$ cat src/rtl/banco_pkg.sv
// Shared types and widths for the register-bank writeback arbiter.
//   REG_W              register address width (32 registers)
//   DATA_W             register data width
//   entrada_escrita_t  one queued write: destination register + data
//   req_id_t           requester identity (ULA result / memory load)
package banco_pkg;

    localparam int REG_W  = 5;
    localparam int DATA_W = 32;

    typedef struct packed {
        logic [REG_W-1:0]  addr;
        logic [DATA_W-1:0] dado;
    } entrada_escrita_t;

    typedef enum logic {
        REQ_ULA = 1'b0,
        REQ_MEM = 1'b1
    } req_id_t;

endpackage

$ cat src/rtl/arbitro_escrita_registradores_if.sv
// Bundle of every signal exchanged between the writeback sources/decode stage
// and the register-bank write arbiter.
//   master : upstream side (drives requests and hazard query addresses)
//   slave  : arbiter side (drives ready, hazard flags and the bank write port)
interface arbitro_escrita_registradores_if;
    import banco_pkg::*;

    logic              req0_valid;
    logic              req0_ready;
    logic [REG_W-1:0]  req0_reg;
    logic [DATA_W-1:0] req0_dado;
    logic              req1_valid;
    logic              req1_ready;
    logic [REG_W-1:0]  req1_reg;
    logic [DATA_W-1:0] req1_dado;
    logic [REG_W-1:0]  r1;
    logic [REG_W-1:0]  r2;
    logic              pend_r1;
    logic              pend_r2;
    logic              RegWrite;
    logic [REG_W-1:0]  r3;
    logic [DATA_W-1:0] dado_escrita;
    logic              ocupado;

    modport master (
        output req0_valid, req0_reg, req0_dado,
        output req1_valid, req1_reg, req1_dado,
        output r1, r2,
        input  req0_ready, req1_ready,
        input  pend_r1, pend_r2,
        input  RegWrite, r3, dado_escrita, ocupado
    );

    modport slave (
        input  req0_valid, req0_reg, req0_dado,
        input  req1_valid, req1_reg, req1_dado,
        input  r1, r2,
        output req0_ready, req1_ready,
        output pend_r1, pend_r2,
        output RegWrite, r3, dado_escrita, ocupado
    );

endinterface

$ cat src/rtl/fifo_escrita.sv
// DEPTH-entry synchronous FIFO of pending register writes (one per requester).
//   clock, reset : system clock, synchronous active-high reset (empties FIFO)
//   push, din    : enqueue din at posedge (caller guarantees count < DEPTH)
//   pop          : dequeue head at posedge (caller guarantees count > 0)
//   head         : oldest entry (combinational, valid when count > 0)
//   count        : number of stored entries
//   ent_valid    : per-slot occupancy, ent_addr: per-slot destination register;
//                  together they feed the read-after-write hazard compare.
module fifo_escrita
    import banco_pkg::*;
#(
    parameter  int DEPTH = 2,
    localparam int PTR_W = $clog2(DEPTH),
    localparam int CNT_W = $clog2(DEPTH + 1)
) (
    input  logic                          clock,
    input  logic                          reset,
    input  logic                          push,
    input  logic                          pop,
    input  entrada_escrita_t              din,
    output entrada_escrita_t              head,
    output logic [CNT_W-1:0]              count,
    output logic [DEPTH-1:0]              ent_valid,
    output logic [DEPTH-1:0][REG_W-1:0]   ent_addr
);

    entrada_escrita_t mem_q [DEPTH];
    logic [PTR_W-1:0] wr_ptr_q, wr_ptr_d;
    logic [PTR_W-1:0] rd_ptr_q, rd_ptr_d;
    logic [CNT_W-1:0] count_q, count_d;

    // Pointers wrap naturally because DEPTH is a power of two.
    always_comb begin
        wr_ptr_d = wr_ptr_q;
        rd_ptr_d = rd_ptr_q;
        count_d  = count_q;
        if (push) wr_ptr_d = wr_ptr_q + PTR_W'(1);
        if (pop)  rd_ptr_d = rd_ptr_q + PTR_W'(1);
        case ({push, pop})
            2'b10:   count_d = count_q + CNT_W'(1);
            2'b01:   count_d = count_q - CNT_W'(1);
            default: count_d = count_q;
        endcase
    end

    always_ff @(posedge clock) begin
        if (reset) begin
            wr_ptr_q <= '0;
            rd_ptr_q <= '0;
            count_q  <= '0;
        end else begin
            wr_ptr_q <= wr_ptr_d;
            rd_ptr_q <= rd_ptr_d;
            count_q  <= count_d;
        end
    end

    // Storage is not cleared on reset: stale slots are invisible because
    // occupancy is derived from count.
    always_ff @(posedge clock) begin
        if (push) mem_q[wr_ptr_q] <= din;
    end

    assign head  = mem_q[rd_ptr_q];
    assign count = count_q;

    // A slot is occupied when its distance from the read pointer (mod DEPTH)
    // is below the current count.
    for (genvar gi = 0; gi < DEPTH; gi++) begin : g_ent
        logic [PTR_W-1:0] offset;
        assign offset        = PTR_W'(gi) - rd_ptr_q;
        assign ent_valid[gi] = (CNT_W'(offset) < count_q);
        assign ent_addr[gi]  = mem_q[gi].addr;
    end

endmodule

$ cat src/rtl/arbitro_escrita_registradores.sv
// Shares the single write port of the 32x32 register bank between the ULA
// result (requester 0) and the memory load (requester 1). Each requester has
// its own FIFO; a round-robin arbiter issues at most one registered write per
// cycle (RegWrite/r3/dado_escrita), and read-after-write hazards are reported
// for the decode read addresses r1/r2.
//   clock, reset : system clock, synchronous active-high reset
//   bus (slave)  : req0_*/req1_* valid/ready requests, r1/r2 hazard queries,
//                  pend_r1/pend_r2, RegWrite/r3/dado_escrita, ocupado
// Optional build macro ZERO_REG_DISCARD_EN: writes to register 0 still consume
// a grant slot but never raise RegWrite, and register 0 is never reported as
// pending. Without it register 0 behaves like any other register.
module arbitro_escrita_registradores
    import banco_pkg::*;
#(
    parameter int DEPTH = 2
) (
    input  logic                           clock,
    input  logic                           reset,
    arbitro_escrita_registradores_if.slave bus
);

    localparam int CNT_W = $clog2(DEPTH + 1);

    logic [1:0]                   req_valid;
    logic [1:0]                   req_ready;
    logic [1:0]                   push;
    logic [1:0]                   pop;
    logic [1:0]                   cand;
    entrada_escrita_t             req_ent   [2];
    entrada_escrita_t             head      [2];
    logic [CNT_W-1:0]             count     [2];
    logic [DEPTH-1:0]             ent_valid [2];
    logic [DEPTH-1:0][REG_W-1:0]  ent_addr  [2];

    req_id_t           rr_last_q, rr_last_d;
    req_id_t           grant_id;
    logic              grant_any;
    logic              grant_writes;
    entrada_escrita_t  granted;
    logic              reg_write_q, reg_write_d;
    logic [REG_W-1:0]  r3_q, r3_d;
    logic [DATA_W-1:0] dado_q, dado_d;
    logic              pend1, pend2;

    assign req_valid  = {bus.req1_valid, bus.req0_valid};
    assign req_ent[0] = {bus.req0_reg, bus.req0_dado};
    assign req_ent[1] = {bus.req1_reg, bus.req1_dado};
    assign bus.req0_ready = req_ready[0];
    assign bus.req1_ready = req_ready[1];

    // ready looks only at the registered count, so a full FIFO refuses a push
    // even in a cycle where it is being popped.
    for (genvar gi = 0; gi < 2; gi++) begin : g_req
        assign req_ready[gi] = (count[gi] < CNT_W'(DEPTH));
        assign push[gi]      = req_valid[gi] && req_ready[gi];
        assign cand[gi]      = (count[gi] != '0);

        fifo_escrita #(.DEPTH(DEPTH)) u_fifo (
            .clock     (clock),
            .reset     (reset),
            .push      (push[gi]),
            .pop       (pop[gi]),
            .din       (req_ent[gi]),
            .head      (head[gi]),
            .count     (count[gi]),
            .ent_valid (ent_valid[gi]),
            .ent_addr  (ent_addr[gi])
        );
    end

    // Round robin: on contention the requester that did not win last time wins.
    always_comb begin
        grant_any = 1'b0;
        grant_id  = REQ_ULA;
        if (cand[0] && cand[1]) begin
            grant_any = 1'b1;
            grant_id  = (rr_last_q == REQ_ULA) ? REQ_MEM : REQ_ULA;
        end else if (cand[0]) begin
            grant_any = 1'b1;
            grant_id  = REQ_ULA;
        end else if (cand[1]) begin
            grant_any = 1'b1;
            grant_id  = REQ_MEM;
        end
    end

    assign granted = (grant_id == REQ_MEM) ? head[1] : head[0];

`ifdef ZERO_REG_DISCARD_EN
    assign grant_writes = (granted.addr != '0);
`else
    assign grant_writes = 1'b1;
`endif

    always_comb begin
        pop         = '0;
        rr_last_d   = rr_last_q;
        reg_write_d = 1'b0;
        r3_d        = r3_q;
        dado_d      = dado_q;
        if (grant_any) begin
            pop[grant_id] = 1'b1;
            rr_last_d     = grant_id;
            if (grant_writes) begin
                reg_write_d = 1'b1;
                r3_d        = granted.addr;
                dado_d      = granted.dado;
            end
        end
    end

    always_ff @(posedge clock) begin
        if (reset) begin
            rr_last_q   <= REQ_MEM;
            reg_write_q <= 1'b0;
            r3_q        <= '0;
            dado_q      <= '0;
        end else begin
            rr_last_q   <= rr_last_d;
            reg_write_q <= reg_write_d;
            r3_q        <= r3_d;
            dado_q      <= dado_d;
        end
    end

    // A register is pending while any queued entry targets it or while it is
    // the write currently presented to the bank.
    always_comb begin
        pend1 = reg_write_q && (r3_q == bus.r1);
        pend2 = reg_write_q && (r3_q == bus.r2);
        for (int q = 0; q < 2; q++) begin
            for (int e = 0; e < DEPTH; e++) begin
                if (ent_valid[q][e] && (ent_addr[q][e] == bus.r1)) pend1 = 1'b1;
                if (ent_valid[q][e] && (ent_addr[q][e] == bus.r2)) pend2 = 1'b1;
            end
        end
`ifdef ZERO_REG_DISCARD_EN
        if (bus.r1 == '0) pend1 = 1'b0;
        if (bus.r2 == '0) pend2 = 1'b0;
`endif
    end

    assign bus.pend_r1      = pend1;
    assign bus.pend_r2      = pend2;
    assign bus.RegWrite     = reg_write_q;
    assign bus.r3           = r3_q;
    assign bus.dado_escrita = dado_q;
    assign bus.ocupado      = (count[0] != '0) || (count[1] != '0) || reg_write_q;

endmodule
$ cat src/flat_wrapper.sv
// flat-port wrapper written by rule: the top's interface ports become plain ports
module arbitro_escrita_registradores_flat import banco_pkg::*;
#(
    parameter int DEPTH = 2
)
  (clock, reset, bus_req0_valid, bus_req0_reg, bus_req0_dado, bus_req1_valid, bus_req1_reg, bus_req1_dado, bus_r1, bus_r2, bus_req0_ready, bus_req1_ready, bus_pend_r1, bus_pend_r2, bus_RegWrite, bus_r3, bus_dado_escrita, bus_ocupado);
  arbitro_escrita_registradores_if bus_i ();
  input  logic clock;
  input  logic reset;
  input wire logic [$bits(bus_i.req0_valid)-1:0] bus_req0_valid;
  input wire logic [$bits(bus_i.req0_reg)-1:0] bus_req0_reg;
  input wire logic [$bits(bus_i.req0_dado)-1:0] bus_req0_dado;
  input wire logic [$bits(bus_i.req1_valid)-1:0] bus_req1_valid;
  input wire logic [$bits(bus_i.req1_reg)-1:0] bus_req1_reg;
  input wire logic [$bits(bus_i.req1_dado)-1:0] bus_req1_dado;
  input wire logic [$bits(bus_i.r1)-1:0] bus_r1;
  input wire logic [$bits(bus_i.r2)-1:0] bus_r2;
  output wire logic [$bits(bus_i.req0_ready)-1:0] bus_req0_ready;
  output wire logic [$bits(bus_i.req1_ready)-1:0] bus_req1_ready;
  output wire logic [$bits(bus_i.pend_r1)-1:0] bus_pend_r1;
  output wire logic [$bits(bus_i.pend_r2)-1:0] bus_pend_r2;
  output wire logic [$bits(bus_i.RegWrite)-1:0] bus_RegWrite;
  output wire logic [$bits(bus_i.r3)-1:0] bus_r3;
  output wire logic [$bits(bus_i.dado_escrita)-1:0] bus_dado_escrita;
  output wire logic [$bits(bus_i.ocupado)-1:0] bus_ocupado;
  assign bus_i.req0_valid = bus_req0_valid;
  assign bus_i.req0_reg = bus_req0_reg;
  assign bus_i.req0_dado = bus_req0_dado;
  assign bus_i.req1_valid = bus_req1_valid;
  assign bus_i.req1_reg = bus_req1_reg;
  assign bus_i.req1_dado = bus_req1_dado;
  assign bus_i.r1 = bus_r1;
  assign bus_i.r2 = bus_r2;
  assign bus_req0_ready = bus_i.req0_ready;
  assign bus_req1_ready = bus_i.req1_ready;
  assign bus_pend_r1 = bus_i.pend_r1;
  assign bus_pend_r2 = bus_i.pend_r2;
  assign bus_RegWrite = bus_i.RegWrite;
  assign bus_r3 = bus_i.r3;
  assign bus_dado_escrita = bus_i.dado_escrita;
  assign bus_ocupado = bus_i.ocupado;
  arbitro_escrita_registradores #(.DEPTH(DEPTH)) u_core (.clock(clock), .reset(reset), .bus(bus_i));
endmodule
$ cat config.mk
export PLATFORM = sky130hd
export DESIGN_NAME = arbitro_escrita_registradores_flat
export DESIGN_NICKNAME = d
export VERILOG_FILES = /design/src/rtl/banco_pkg.sv /design/src/rtl/arbitro_escrita_registradores_if.sv /design/src/rtl/fifo_escrita.sv /design/src/rtl/arbitro_escrita_registradores.sv /design/src/flat_wrapper.sv
export SDC_FILE = /design/constraint.sdc
export NUM_CORES = 1
export LEC_CHECK = 0
export BUFFER_PORTS_ARGS = -buffer_cell sky130_fd_sc_hd__buf_2
export CELL_PAD_IN_SITES_DETAIL_PLACEMENT = 0
export CELL_PAD_IN_SITES_GLOBAL_PLACEMENT = 2
export CORE_ASPECT_RATIO = 0.75
export CORE_UTILIZATION = 30
export CTS_CLUSTER_SIZE = 20
export DETAILED_ROUTE_END_ITERATION = 8
export GPL_ROUTABILITY_DRIVEN = 0
export GPL_TIMING_DRIVEN = 0
export PLACE_DENSITY = 0.74
export SETUP_SLACK_MARGIN = 0.1
export SLEW_MARGIN = 30
export SYNTH_ARGS = -nofsm -noshare
export SYNTH_HDL_FRONTEND = slang
export SYNTH_SLANG_ARGS = --single-unit
$ cat constraint.sdc
create_clock -name clock -period 7.8 [get_ports clock]
set_input_delay 0 -clock clock [delete_from_list [all_inputs] [get_ports clock]]
set_output_delay 0 -clock clock [all_outputs]
set_load 0.01 [all_outputs]
Word level (Yosys, flattened, before mapping):

Memory sizes are Yosys's and may differ from the RTL's. A register that Yosys moved wholly into a read port is not among the register bits.
Index checks and enable logic that the tools add are counted.

* memories kept: 2
* latch bits: 0
* memory bits (read-only): 0
* bits in registers: 47
* logic and storage cells: 95
* bits of input ports: 88
* output and inout port bits: 43
* RAM bits: 148

Memories
* u_core.g_req[0].u_fifo.mem_q: words 2, bits a word 37, read ports 3, clocked after Yosys merged registers in 1, write ports 1, line fifo_escrita.sv:27 `entrada_escrita_t mem_q [DEPTH];`
* u_core.g_req[1].u_fifo.mem_q: words 2, bits a word 37, read ports 3, clocked after Yosys merged registers in 1, write ports 1, line fifo_escrita.sv:27

* add/subtract/negate cells: 12
* equal/unequal tests: 14
* shift operators: 0
* multiply operators: 0
* bitwise gates (word level): 0
* div/mod/pow operators: 0
* reductions and logical operators: 20
* order comparisons: 8
* muxes and demuxes: 29

Operators with widths (count)
* 5-bit == test: 10
* 37-bit 2-to-1 mux: 1
* 1-bit 2-to-1 mux: 24
* 1-bit logical AND: 14
* 1-bit by 2-bit < comparator with 1-bit output: 4
* 2-bit one-hot mux with 2 select lines: 2
* 2-bit nonzero test: 4
* 1-bit adder (second input constant): 4
* 2-bit by 1-bit adder with 2-bit output (second input constant): 2
* 2-bit by 1-bit == test with 1-bit output (second input constant): 2
* 2-bit == test (second input constant): 2
* 2-bit < comparator (second input constant): 2
* 1-bit subtractor (first input constant): 4
* 2-bit by 1-bit subtractor with 2-bit output (second input constant): 2
* 1-bit logical OR: 2
* 1-bit by 2-bit < comparator with 1-bit output (second input constant): 1
* 2-bit 2-to-1 mux: 1
* 1-bit demux with 1-bit select: 1
* 1-bit >= comparator (second input constant): 1

Longest topological paths before layout:

Gate-level depths: netlist of the first run.

* word-level depth: 11
* depth in mapped cells: 10
* mapped depth without buffers: 7

By module:

From an unflattened synthesis of the first run, not the netlist that was laid out.

* cells, all modules: 600
* area total of the unflattened synthesis: 8359.3 um^2

By module, submodules not included
* fifo_escrita: area each 2955.3 um^2, sequential area each 2322.2 um^2, cells each 148, instances 2
* arbitro_escrita_registradores: area each 2448.6 um^2, sequential area each 780.7 um^2, cells each 304, instances 1

Worst setup path before layout of the first run:

Ideal clock, no wire load.

* path kind: reg2reg
* from: register u_core.g_req[0].u_fifo.count_q[1]
* to: memory u_core.g_req[0].u_fifo.mem_q[0][0] (netlist bit), enable pin
* setup slack: 5206 ps
* stages on the path, launching flop included: 4
* period minus slack after synthesis: 2594 ps
* arrival: 2163 ps
* buffers on the path: 0
* cell sequence: dfxtp_1 inv_1 nand2_1 nor2_1

* longest elaborated chain between the ends: 4

RTL lines
* from (decl): line fifo_escrita.sv:30 `logic [CNT_W-1:0] count_q, count_d;`
* from (signal assigned): line fifo_escrita.sv:54 `count_q <= count_d;`
* 2-bit < comparator: line arbitro_escrita_registradores.sv:54 `assign req_ready[gi] = (count[gi] < CNT_W'(DEPTH));`
* net bus_req0_ready: line flat_wrapper.sv:18 `output wire logic [$bits(bus_i.req0_ready)-1:0] bus_req0_ready;`
* 1-bit logical AND: line arbitro_escrita_registradores.sv:55 `assign push[gi] = req_valid[gi] && req_ready[gi];`
* 1-bit 2-to-1 mux: line fifo_escrita.sv:61 `if (push) mem_q[wr_ptr_q] <= din;`
* 1-bit 2-to-1 mux (implied by the code): line fifo_escrita.sv:61
* to (decl): line fifo_escrita.sv:27

The timed path passes the listed nets, and every way through them passes these cells.

Worst setup path after layout of the first run:

* from: register u_core.g_req[0].u_fifo.count_q[1]
* to: register u_core.g_req[0].u_fifo.count_q[1]

* longest elaborated chain between the ends: 10
* elaborated cells on any way between the ends: 20
* those cells by class: add/sub (2); order compare (3); eq/ne (2); mux (8); reduce/logical (5)

RTL lines
* 2-bit nonzero test *: line arbitro_escrita_registradores.sv:56 `assign cand[gi] = (count[gi] != '0);`
* 1-bit 2-to-1 mux or 1-bit logical AND (tied branches): line arbitro_escrita_registradores.sv:78, arbitro_escrita_registradores.sv:75
* 1-bit 2-to-1 mux: line arbitro_escrita_registradores.sv:75 `if (cand[0] && cand[1]) begin`
* 1-bit by 2-bit < comparator with 1-bit output (implied by the code) or 1-bit >= comparator (tied branches): line arbitro_escrita_registradores.sv:102 `pop[grant_id] = 1'b1;`
* 1-bit logical AND (implied by the code): line arbitro_escrita_registradores.sv:102
* 1-bit 2-to-1 mux (implied by the code): line arbitro_escrita_registradores.sv:102
* 1-bit demux with 1-bit select
* 2-bit 2-to-1 mux *: line arbitro_escrita_registradores.sv:101 `if (grant_any) begin`
* net u_core.g_req[0].u_fifo.pop: line fifo_escrita.sv:19 `input logic pop,`
* 2-bit by 1-bit == test with 1-bit output or 2-bit == test (tied branches): line fifo_escrita.sv:39 `case ({push, pop})`
* 2-bit one-hot mux with 2 select lines or 2-bit nonzero test (tied branches)

Mark *: on every way through the listed nets, which the timed path passes. The rest lies on a longest branch.
A chain may end at the register's enable or synchronous reset.

==> results.toml, run 1 <==
[synth]
ys_warn_count = 0
yosysUniqueCellTypes = 30
synth_area_mm2 = 0.00803
synth-seq-area-share_pct = 67.6
yosys.area_share.simple_pct = 7.31
synth_xor_area_share_pct = 6.33
synth_area_leaders = "edfxtp_1 (55%), dfxtp_1 (12%), mux2i_1 (4.6%)"
yosysTopAreaCell = "edfxtp_1"
syn-instance-count = 583
synthMuxAreaShare_pct = 4.61
synth_fa_ha_area_share_pct = 0.312
synth_compound_area_share_pct = 10.7
ys_async_sr_fraction_pct = 0
synth_nets = 673
avgSynthCellArea_um2 = 13.8
synth_edf_count = 148
synth_common_cells = "edfxtp_1 (148), dfxtp_1 (49), a21oi_1 (43)"
synth_top_family_by_area = "compound AO/OA/AOI/OAI gates"
post-synth-top-count-cell = "edfxtp_1"
synth-seq-cells = 197
synth_top_area_share_pct = 55.4
synthFlopType = "edfxtp_1"

[timing]
period_share_pct = 30.5
worstMarginPinSlew_ns = 0.668
fmax_mhz = 420
setup_violations = 0
min_period_ns = 2.38
setup_tns_ns = 0
grt_setup_unrepaired = "false"
maxSlewViolCount = 0
slew_headroom_pct = 55.5
final_hold_viol_count = 0
skew_ns = 0.00964

[floorplanning]
die_height_um = 144
start_util_pct = 30.8
die_area_mm2 = 0.0274
core_area_mm2 = 0.0261
num_io_pins = 131
num_rows = 51
die_x_um = 191

[worst_hold_path]
hold_path.class = "input port to flip-flop"
hold_end = "u_core.g_req[0].u_fifo.wr_ptr_q"
hold_depth = 4
min-delay-start = "bus_req0_valid"

[detailed_routing]
vias_per_cell = 4.60
ant_nets = 0
drc = 0
wirelength_um = 21200
post_drt_wl_per_cell_um = 18.3
vias = 5325
drt-initial-drc-count = 294
first_pass_iters = 5

[clock_network]
cts.root.buffer_cell = "clkbuf_16"
clock_latency_ns = 0.43
cts_sinks = 197
numCtsBuffers = 17
ctsHtreeMaxLevel = 4
clock_path_buffers = 2
clk_pin_slew_ns = 0.08
cts_tree = "done"

[worst_setup_path]
path_class = "flip-flop to flip-flop"
crit_family = "simple AND/OR/NAND/NOR gates"
path_max_fanout = 10
slowest_delay_ns = 0.60
cp.depth = 6
crit_buf_inv = 1
reg2reg_depth = 6
reg2reg_setup_slack_ns = 5.42
worstPathRequired_ns = 8.16
critPathLaunchType = "flip-flop"
critPathArrivalTime_ns = 2.74
endpoint_kind = "flip-flop"
crit_path_top_delay_cell = "nor4_2"
path_cells = "nor4_2, buf_2, nor2_1, ha_1, or3_1, a21oi_1"
reg2reg_from = "u_core.g_req[0].u_fifo.count[1]"
worst_r2r_endpoint = "u_core.g_req[0].u_fifo.count[1]"

[layout]
final_cell_area_mm2 = 0.0106
fill_cells = 2498
syn_to_final_growth_pct = 31.4
final_nets = 891
drive_above_1_share_pct = 22.5
diodes = 0
stdcell_count = 1158

[global_routing]
grt_pass1_vias = 5345
grt_max_degree = 38
grt_pass1_wl_um = 31500
track_usage_pct = 15.8
antenna_found_initial = 1
overflow = 0

[flow_run]
drv_cap = 0

[power]
p_per_area_mw_per_mm2 = 337
vdd_drop_max_uv = 180
p_leak_nw = 3.91

[placement]
dp_hpwl_um = 14300
dp.cells = 1051
place_area_mm2 = 0.00918
io_buffer_count = 119

[outcome]
status = "completed"
==> worst reg2reg max path, stage by stage (launching register included) <==
cell and delay [ns]:
dfxtp_1 0.40, nor4_2 0.60, buf_2 0.36, nor2_1 0.12
ha_1 0.33, or3_1 0.35, a21oi_1 0.15
==> what timing repair did <==
item	CTS	global route
hold endpoints to repair	155	0
hold buffers	75	0
gates resized for setup	0	0
buffers inserted	0	0
==> power by group <==
group          leakage [nW]  switching, W  internal [W]
Clock                 0.299      0.000425      0.000489
Combinational          1.82      0.000697      0.000484
Sequential             1.79     0.0000995       0.00136
Total                  3.91       0.00122       0.00234
==> stage by stage <==
step           power, W  hold slack (ns)  utilization, %  setup WS (ns)
5_1_grt         0.00377           0.0566            40.4           5.25
3_3_place_gp    0.00263            0.189            34.7           3.60
3_5_place_dp    0.00266            0.191            35.2           5.47
6_report        0.00356           0.0448            40.4           5.42
2_1_floorplan   0.00222           0.0989               -           5.21
4_1_cts         0.00361           0.0383            40.4           5.43
==> cells in the final DEF (no fill, tap or decap), types with 3 or more instances in the layout <==
cell	count
buf_4	7
buf_2	131
nand4_1	3
buf_6	3
xor2_1	36
clkinv_4	5
dfxtp_1	49
dlygate4sd3_1	75
inv_8	4
a21oi_1	43
a211o_1	38
edfxtp_1	148
nor4_1	8
nor2_1	11
xnor2_1	22
a211oi_1	37
inv_1	4
clkbuf_16	17
nor2b_1	37
nand3_1	6
clkbuf_1	24
nand2_1	39
mux2i_1	37
==> final cells by class <==
| type | count | area [µm²] | area share [%] |
|---|---|---|---|
| Tap cell | 344 | 430 | 4.08 |
| Multi-Input combinational cell | 336 | 2380 | 22.5 |
| Clock inverter | 15 | 190 | 1.80 |
| Buffer | 46 | 236 | 2.24 |
| Sequential cell | 197 | 5430 | 51.4 |
| Inverter | 4 | 15.0 | 0.142 |
| Timing Repair Buffer | 199 | 1450 | 13.8 |
| Clock buffer | 17 | 425 | 4.03 |
==> state kept, by name, indices dropped and copies added, names as in the netlist, named ones only <==
| signal | flops |
|---|---|
| u_core.bus.dado_escrita | 32 |
| u_core.bus.r3 | 5 |
| u_core.g_req.u_fifo.wr_ptr_q | 2 |
| u_core.rr_last_q | 1 |
| u_core.g_req.u_fifo.rd_ptr_q | 2 |
| u_core.g_req.u_fifo.count | 4 |
| u_core.bus.RegWrite | 1 |
| u_core.g_req.u_fifo.mem_q | 148 |
==> routing by layer <==
| layer | vias to the layer above | track usage [%] | part of all wire, % |
|---|---|---|---|
| met5 | - | 0 | 0.038 |
| li1 | 2599 | - | - |
| met4 | 2 | 3.83 | 1.1 |
| met1 | 2572 | 22.1 | 49 |
| met3 | 18 | 3.25 | 4.8 |
| met2 | 134 | 24.9 | 45 |
==> cells by family after synthesis <==
| logic type | Yosys count |
|---|---|
| adder cells (fa/ha/maj) | 2 |
| buffers and inverters | 50 |
| multiplexers | 37 |
| XOR/XNOR | 58 |
| flip-flops | 197 |
| AND/OR/NAND/NOR | 115 |
| AO/OA/AOI/OAI | 124 |
==> worst max path at each step <==
stage / end / from / slack [ns]
2_1_floorplan: u_core.g_req[0].u_fifo.mem_q[0][0] / u_core.g_req[0].u_fifo.count[1] / 5.21
3_3_place_gp: u_core.g_req[1].u_fifo.mem_q[0][23] / u_core.g_req[1].u_fifo.count[1] / 3.60
3_5_place_dp: u_core.g_req[0].u_fifo.count[1] / u_core.g_req[0].u_fifo.count[1] / 5.47
4_1_cts: u_core.g_req[0].u_fifo.count[1] / u_core.g_req[0].u_fifo.count[1] / 5.43
5_1_grt: u_core.g_req[0].u_fifo.count[1] / u_core.g_req[0].u_fifo.count[1] / 5.25
6_report: u_core.g_req[0].u_fifo.count[1] / u_core.g_req[0].u_fifo.count[1] / 5.42
Note: power is estimated with default switching activity, not from simulation.
==> run 2, diff against run 1 <==
--- a/config.mk
+++ b/config.mk
@@ -5,6 +5,7 @@
 export SDC_FILE = /design/constraint.sdc
 export NUM_CORES = 1
 export LEC_CHECK = 0
+export ABC_AREA = 1
 export BUFFER_PORTS_ARGS = -buffer_cell sky130_fd_sc_hd__buf_2
 export CELL_PAD_IN_SITES_DETAIL_PLACEMENT = 0
 export CELL_PAD_IN_SITES_GLOBAL_PLACEMENT = 2
@@ -14,7 +15,7 @@
 export DETAILED_ROUTE_END_ITERATION = 8
 export GPL_ROUTABILITY_DRIVEN = 0
 export GPL_TIMING_DRIVEN = 0
-export PLACE_DENSITY = 0.74
+export PLACE_DENSITY = 0.78
 export SETUP_SLACK_MARGIN = 0.1
 export SLEW_MARGIN = 30
 export SYNTH_ARGS = -nofsm -noshare
==> constraint.sdc (replaced) <==
create_clock -name clock -period 2.3 [get_ports clock]
set_input_delay 0 -clock clock [delete_from_list [all_inputs] [get_ports clock]]
set_output_delay 0 -clock clock [all_outputs]
set_load 0.01 [all_outputs]
==> run 2 against run 1 <==
Against the previous run: global-route usage increased by 0.89 points; core utilization increased by 0.16 points; register-to-register slack got worse by 5.1 ns; final cell count increased by 19%; combinational power increased to 3.2 times the previous value; critical path depth increased by 3; first-iteration DRC count increased by 36%; sequential cell count unchanged; non-clock buffer count increased by 2; setup slack got worse by 5.1 ns; critical path type unchanged; largest cell class unchanged; largest power group unchanged; highest routed layer is now met4.
==> results.toml, run 2 <==
[worst_setup_path]
path_cells = "nor2_1, o21ai_4, inv_2, buf_4, ha_1, a21oi_1, o21ai_0, o21ai_0, a21oi_1"
path_max_fanout = 10
endpoint_kind = "flip-flop"
critPathLaunchType = "flip-flop"
crit_start = "u_core.g_req[0].u_fifo.count[0]"
reg2reg_from = "u_core.g_req[0].u_fifo.count[0]"
worstPathRequired_ns = 2.63
crit_path_top_delay_cell = "dfxtp_1"
path_class = "flip-flop to flip-flop"
critPathArrivalTime_ns = 2.32
slowest_delay_ns = 0.41

[outcome]
status = "completed"

[layout]
regMostFlops = "u_core.g_req.u_fifo.mem_q"
layout_commonest_cell = "nand2_1"
final_cell_area_mm2 = 0.0110
syn_to_final_growth_pct = 32.7
diodes = 0
stdcell_count = 1373
largest_register_ffs = 148
drive_above_1_share_pct = 19.9
final_nets = 1099
layout_common_cells = "nand2_1 (246), edfxtp_1 (148), buf_2 (145), dlygate4sd3_1 (77), nand3_1 (75)"

[synth]
synth_area_mm2 = 0.00826
syn-instance-count = 776
synth_top_area_share_pct = 53.8
synthMuxAreaShare_pct = 6.30
synth-seq-cells = 197
yosys.area_share.simple_pct = 18.2
synth_xor_area_share_pct = 1.49
avgSynthCellArea_um2 = 10.6
synth_area_leaders = "edfxtp_1 (54%), dfxtp_1 (12%), nand2_1 (11%)"
synth_compound_area_share_pct = 3.30
yosysUniqueCellTypes = 26
ys_warn_count = 0
post-synth-top-count-cell = "nand2_1"
synth_top_family_by_area = "simple AND/OR/NAND/NOR gates"
synth_common_cells = "nand2_1 (246), edfxtp_1 (148), nand3_1 (75)"
synth_nets = 866
synth-seq-area-share_pct = 65.7
synth_edf_count = 148
yosysTopAreaCell = "edfxtp_1"
ys_async_sr_fraction_pct = 0
synthFlopType = "edfxtp_1"
synth_fa_ha_area_share_pct = 0.303

[floorplanning]
die_x_um = 194
num_io_pins = 131
die_area_mm2 = 0.0282
die_height_um = 146
start_util_pct = 30.6
num_rows = 52
core_area_mm2 = 0.0270

[detailed_routing]
vias = 6165
ant_nets = 0
drt-initial-drc-count = 399
vias_per_cell = 4.49
post_drt_wl_per_cell_um = 16.8
drc = 0
wirelength_um = 23100
first_pass_iters = 4

[global_routing]
grt_max_degree = 21
antenna_found_initial = 0
grt_pass1_wl_um = 34600
grt_pass1_vias = 5895
track_usage_pct = 16.7
gr-usage-met3_pct = 3.41
busiest_layer = "met1"
met1_usage_pct = 25.3
overflow = 0
grtUsageMet2_pct = 24.2

[timing]
worstMarginPinSlew_ns = 0.683
skew_ns = 0.0100
hold_slack_ns = 0.278
period_share_pct = 86.8
fmax_mhz = 501
final_hold_viol_count = 0
min_period_ns = 2.00
setup_violations = 0
slew_headroom_pct = 54.5
maxSlewViolCount = 0
grt_setup_unrepaired = "false"

[clock_network]
cts.root.buffer_cell = "clkbuf_16"
cts_sinks = 197
clock_latency_ns = 0.44
cts-resized-gates = 0
numCtsBuffers = 17
cts_tree = "done"
clock_path_buffers = 2
ctsHtreeMaxLevel = 4
clk_pin_slew_ns = 0.08

[placement]
io_buffer_count = 126
dp_hpwl_um = 16700
place_area_mm2 = 0.00958
dp.cells = 1261

[flow_run]
drv_cap = 0

[power]
vdd_drop_max_uv = 577
p_leak_nw = 4.63
p_per_area_mw_per_mm2 = 1070

[worst_hold_path]
hold_path.class = "input port to flip-flop"
min-delay-start = "bus_req0_dado[0]"
==> run 2: layout make-up <==
cell class                      count  area, µm²
Buffer                             33        170
Clock buffer                       19        443
Clock inverter                     13        146
Fill cell                        2657      16000
Inverter                           57        214
Multi-Input combinational cell    489       2480
Sequential cell                   197       5430
Tap cell                          351        439
Timing Repair Buffer              214       1640
==> run 2: path summary, 6_finish.rpt <==
| check | end | slack, ns | cells after the start |
|---|---|---|---|
| worst max-delay path | u_core.g_req[1].u_fifo.count[1] | 0.30 | 9 |
| worst min-delay path | u_core.g_req[0].u_fifo.mem_q[0][0] | 0.28 | 2 |
| worst max register to register | u_core.g_req[1].u_fifo.count[1] | 0.30 | 9 |
| worst min register to register | u_core.bus.dado_escrita[17] | 0.47 | 2 |
==> run 2: where the power goes <==
group          leakage [nW]  total [W]  switching (W)  internal [W]
Clock                 0.280    0.00302        0.00138       0.00165
Combinational          2.56    0.00382        0.00242       0.00140
Sequential             1.79    0.00486       0.000320       0.00454
Total                  4.63     0.0117        0.00411       0.00759
==> run 2: repair_timing <==
item | in CTS | in global routing
endpoints found under the hold margin | 153 | 0
setup endpoints to repair | 0 | 2
buffers inserted | 0 | 3
hold buffers | 77 | 0
==> run 2: metal layers <==
layer / wire length, µm / up-vias
li1: - / 3079
met1: 12100 / 2917
met2: 9690 / 157
met3: 1160 / 12
met4: 160 / 0
met5: 0 / -
==> run 2: worst max-delay path: cells and delay by family (launching register included) <==
kind / cells / cell delay (ns)
compound gates: 5 / 0.67
fa+ha+maj: 1 / 0.32
buf+inv: 2 / 0.38
flops: 1 / 0.41
simple gates: 1 / 0.10
==> run 2: metrics by stage <==
stage                     worst slack (ns)  util (%)  setup TNS, ns  power, W
after floorplan                      0.304         -              0   0.00710
after global placement              -0.696      34.6         -91.81   0.00850
after detailed placement             0.234      35.5              0   0.00867
after CTS                            0.223      40.5              0    0.0118
after global routing                 0.141      40.6              0    0.0124
final                                0.303      40.6              0    0.0117
==> run 2: logic make-up after synthesis <==
kind of cell,after synthesis
and+or+nand+nor,370
xor gates and xnor gates,14
adders and majority gates,2
buffers and inverters,90
AOI/OAI and AO/OA,51
DFF,197
muxes,52
==> run 3, diff against run 2 <==
--- a/config.mk
+++ b/config.mk
@@ -14,7 +14,6 @@
 export CTS_CLUSTER_SIZE = 20
 export DETAILED_ROUTE_END_ITERATION = 8
 export GPL_ROUTABILITY_DRIVEN = 0
-export GPL_TIMING_DRIVEN = 0
 export PLACE_DENSITY = 0.78
 export SETUP_SLACK_MARGIN = 0.1
 export SLEW_MARGIN = 30
==> constraint.sdc (replaced) <==
create_clock -name clock -period 2.5 [get_ports clock]
set_input_delay 0 -clock clock [delete_from_list [all_inputs] [get_ports clock]]
set_output_delay 0 -clock clock [all_outputs]
set_load 0.01 [all_outputs]
==> run 3 against run 2 <==
Against the previous run: sequential power decreased by 6.4%; clock skew is 0.0027 ns higher; clock power is 14% lower; largest power group unchanged.
==> results.toml, run 3 (synthesized netlist as in run 2, its figures left out) <==
[worst_setup_path]
worst_r2r_endpoint = "u_core.g_req[0].u_fifo.count[1]"
path_max_fanout = 9
endpoint_kind = "flip-flop"
reg2reg_from = "u_core.g_req[1].u_fifo.count[0]"
critPathArrivalTime_ns = 2.26
worstPathRequired_ns = 2.82
path_class = "flip-flop to flip-flop"
reg2reg_depth = 11
critPathLaunchType = "flip-flop"
reg2reg_setup_slack_ns = 0.56

[worst_hold_path]
hold_path.class = "input port to flip-flop"
hold_depth = 2
min-delay-start = "bus_req0_reg[4]"
hold_end = "u_core.g_req[0].u_fifo.mem_q[0][36]"

[timing]
worstMarginPinSlew_ns = 0.599
period_share_pct = 77.7
slew_headroom_pct = 60.0
min_period_ns = 1.94
skew_ns = 0.0127
final_hold_viol_count = 0
maxSlewViolCount = 0
setup_tns_ns = 0
grt_setup_unrepaired = "false"
fmax_mhz = 515
setup_violations = 0

[power]
p_total_w = 0.0103
p_sw_share_pct = 34.8
clkPwrFrac_pct = 25.2
power_frac_seq_pct = 44.1
p_leak_nw = 4.49
vdd_drop_max_uv = 567
comb_power_share_pct = 30.7
cell_internal_pwr_w = 0.00673
switchingPower_w = 0.00359
p_per_area_mw_per_mm2 = 963

[layout]
drive_above_1_share_pct = 18.8
largest_register_ffs = 148
fill_cells = 2656
regMostFlops = "u_core.g_req.u_fifo.mem_q"
final_nets = 1073
layout_commonest_cell = "nand2_1"
syn_to_final_growth_pct = 29.9
stdcell_count = 1349
layout_common_cells = "nand2_1 (246), edfxtp_1 (148), buf_2 (130), dlygate4sd3_1 (77), nand3_1 (75)"

[clock_network]
cts-resized-gates = 0
numCtsBuffers = 17
cts_sinks = 197
holdBufCountCts = 77
clk_pin_slew_ns = 0.07
clock_path_buffers = 2
cts.root.buffer_cell = "clkbuf_16"
ctsHtreeMaxLevel = 4
cts_tree = "done"
postCtsSetupBuffers = 0
clock_latency_ns = 0.44

[detailed_routing]
post_drt_wl_per_cell_um = 16.4
drc = 0
wirelength_um = 22200
vias = 5993
vias_per_cell = 4.44
first_pass_iters = 5
ant_nets = 0
drt-initial-drc-count = 456

[floorplanning]
die_area_mm2 = 0.0282
die_height_um = 146
num_io_pins = 131
num_rows = 52
core_area_mm2 = 0.0270
start_util_pct = 30.6
die_x_um = 194

[global_routing]
grt_pass1_vias = 5740
antenna_found_initial = 2
grt_pass1_wl_um = 33800
overflow = 0
track_usage_pct = 16.2
grt_max_degree = 44

[outcome]
status = "completed"

[flow_run]
drv_cap = 0

[placement]
io_buffer_count = 130
dp.cells = 1238
dp_hpwl_um = 15000
[run 3: final cells by class]
| class | instances | area, µm² | area share [%] |
|---|---|---|---|
| tap | 351 | 439 | 4.10 |
| clock inverter | 12 | 106 | 0.992 |
| timing repair buffer | 221 | 1600 | 14.9 |
| clock buffer | 20 | 447 | 4.17 |
| multi-input combinational | 489 | 2480 | 23.1 |
| antenna | 2 | 5.00 | 0.0467 |
| sequential | 197 | 5430 | 50.6 |
| inverter | 57 | 214 | 2.00 |
[run 3: worst max-delay path by stage]
stage / start / end / slack (ns) / depth (start not counted)
6_report: u_core.g_req[1].u_fifo.count[0] / u_core.g_req[0].u_fifo.count[1] / 0.56 / 11
5_1_grt: u_core.g_req[1].u_fifo.count[0] / u_core.g_req[0].u_fifo.count[1] / 0.39 / 11
4_1_cts: u_core.g_req[1].u_fifo.count[0] / u_core.g_req[0].u_fifo.count[1] / 0.57 / 11
3_5_place_dp: u_core.g_req[1].u_fifo.count[0] / u_core.g_req[0].u_fifo.count[1] / 0.58 / 11
3_3_place_gp: u_core.g_req[1].u_fifo.count[0] / u_core.g_req[0].u_fifo.count[1] / 0.60 / 11
2_1_floorplan: u_core.g_req[1].u_fifo.count[1] / u_core.g_req[1].u_fifo.mem_q[1][0] / 0.50 / 3
[run 3: layer usage]
metal	vias to the layer above	track usage, %	share of wire [%]
met1	2796	24.5	51
met5	-	0	0
met2	167	23.2	42
met3	8	4.17	6.0
li1	3022	-	-
met4	0	3.40	0.56
[run 3: per-stage QoR]
step	worst slack, ns	cell area (µm²)	utilization, %	hold slack, ns
floorplan	0.504	8270	-	0.0724
global placement	0.599	9390	34.8	0.189
detailed placement	0.581	9390	34.8	0.191
CTS	0.566	10700	39.7	0.263
global route	0.394	10700	39.7	0.266
finish	0.558	10700	39.7	0.287
[run 3: power by group through the flow]
stage | Clock [W] | Sequential (W) | Combinational (W)
3_3_place_gp | 0 | 0.00462 | 0.00311
5_1_grt | 0.00281 | 0.00462 | 0.00355
3_5_place_dp | 0 | 0.00462 | 0.00311
2_1_floorplan | 0 | 0.00458 | 0.00196
4_1_cts | 0.00266 | 0.00455 | 0.00321
6_report | 0.00260 | 0.00455 | 0.00317
[run 3: critical path: stages (launching register included)]
cell	delay, ns
dfxtp_1	0.37
nor2_1	0.14
inv_2	0.08
nor2_4	0.23
inv_1	0.10
nand2_1	0.11
inv_1	0.05
ha_1	0.29
a21oi_1	0.11
o21ai_0	0.11
o21ai_0	0.17
a21oi_1	0.05
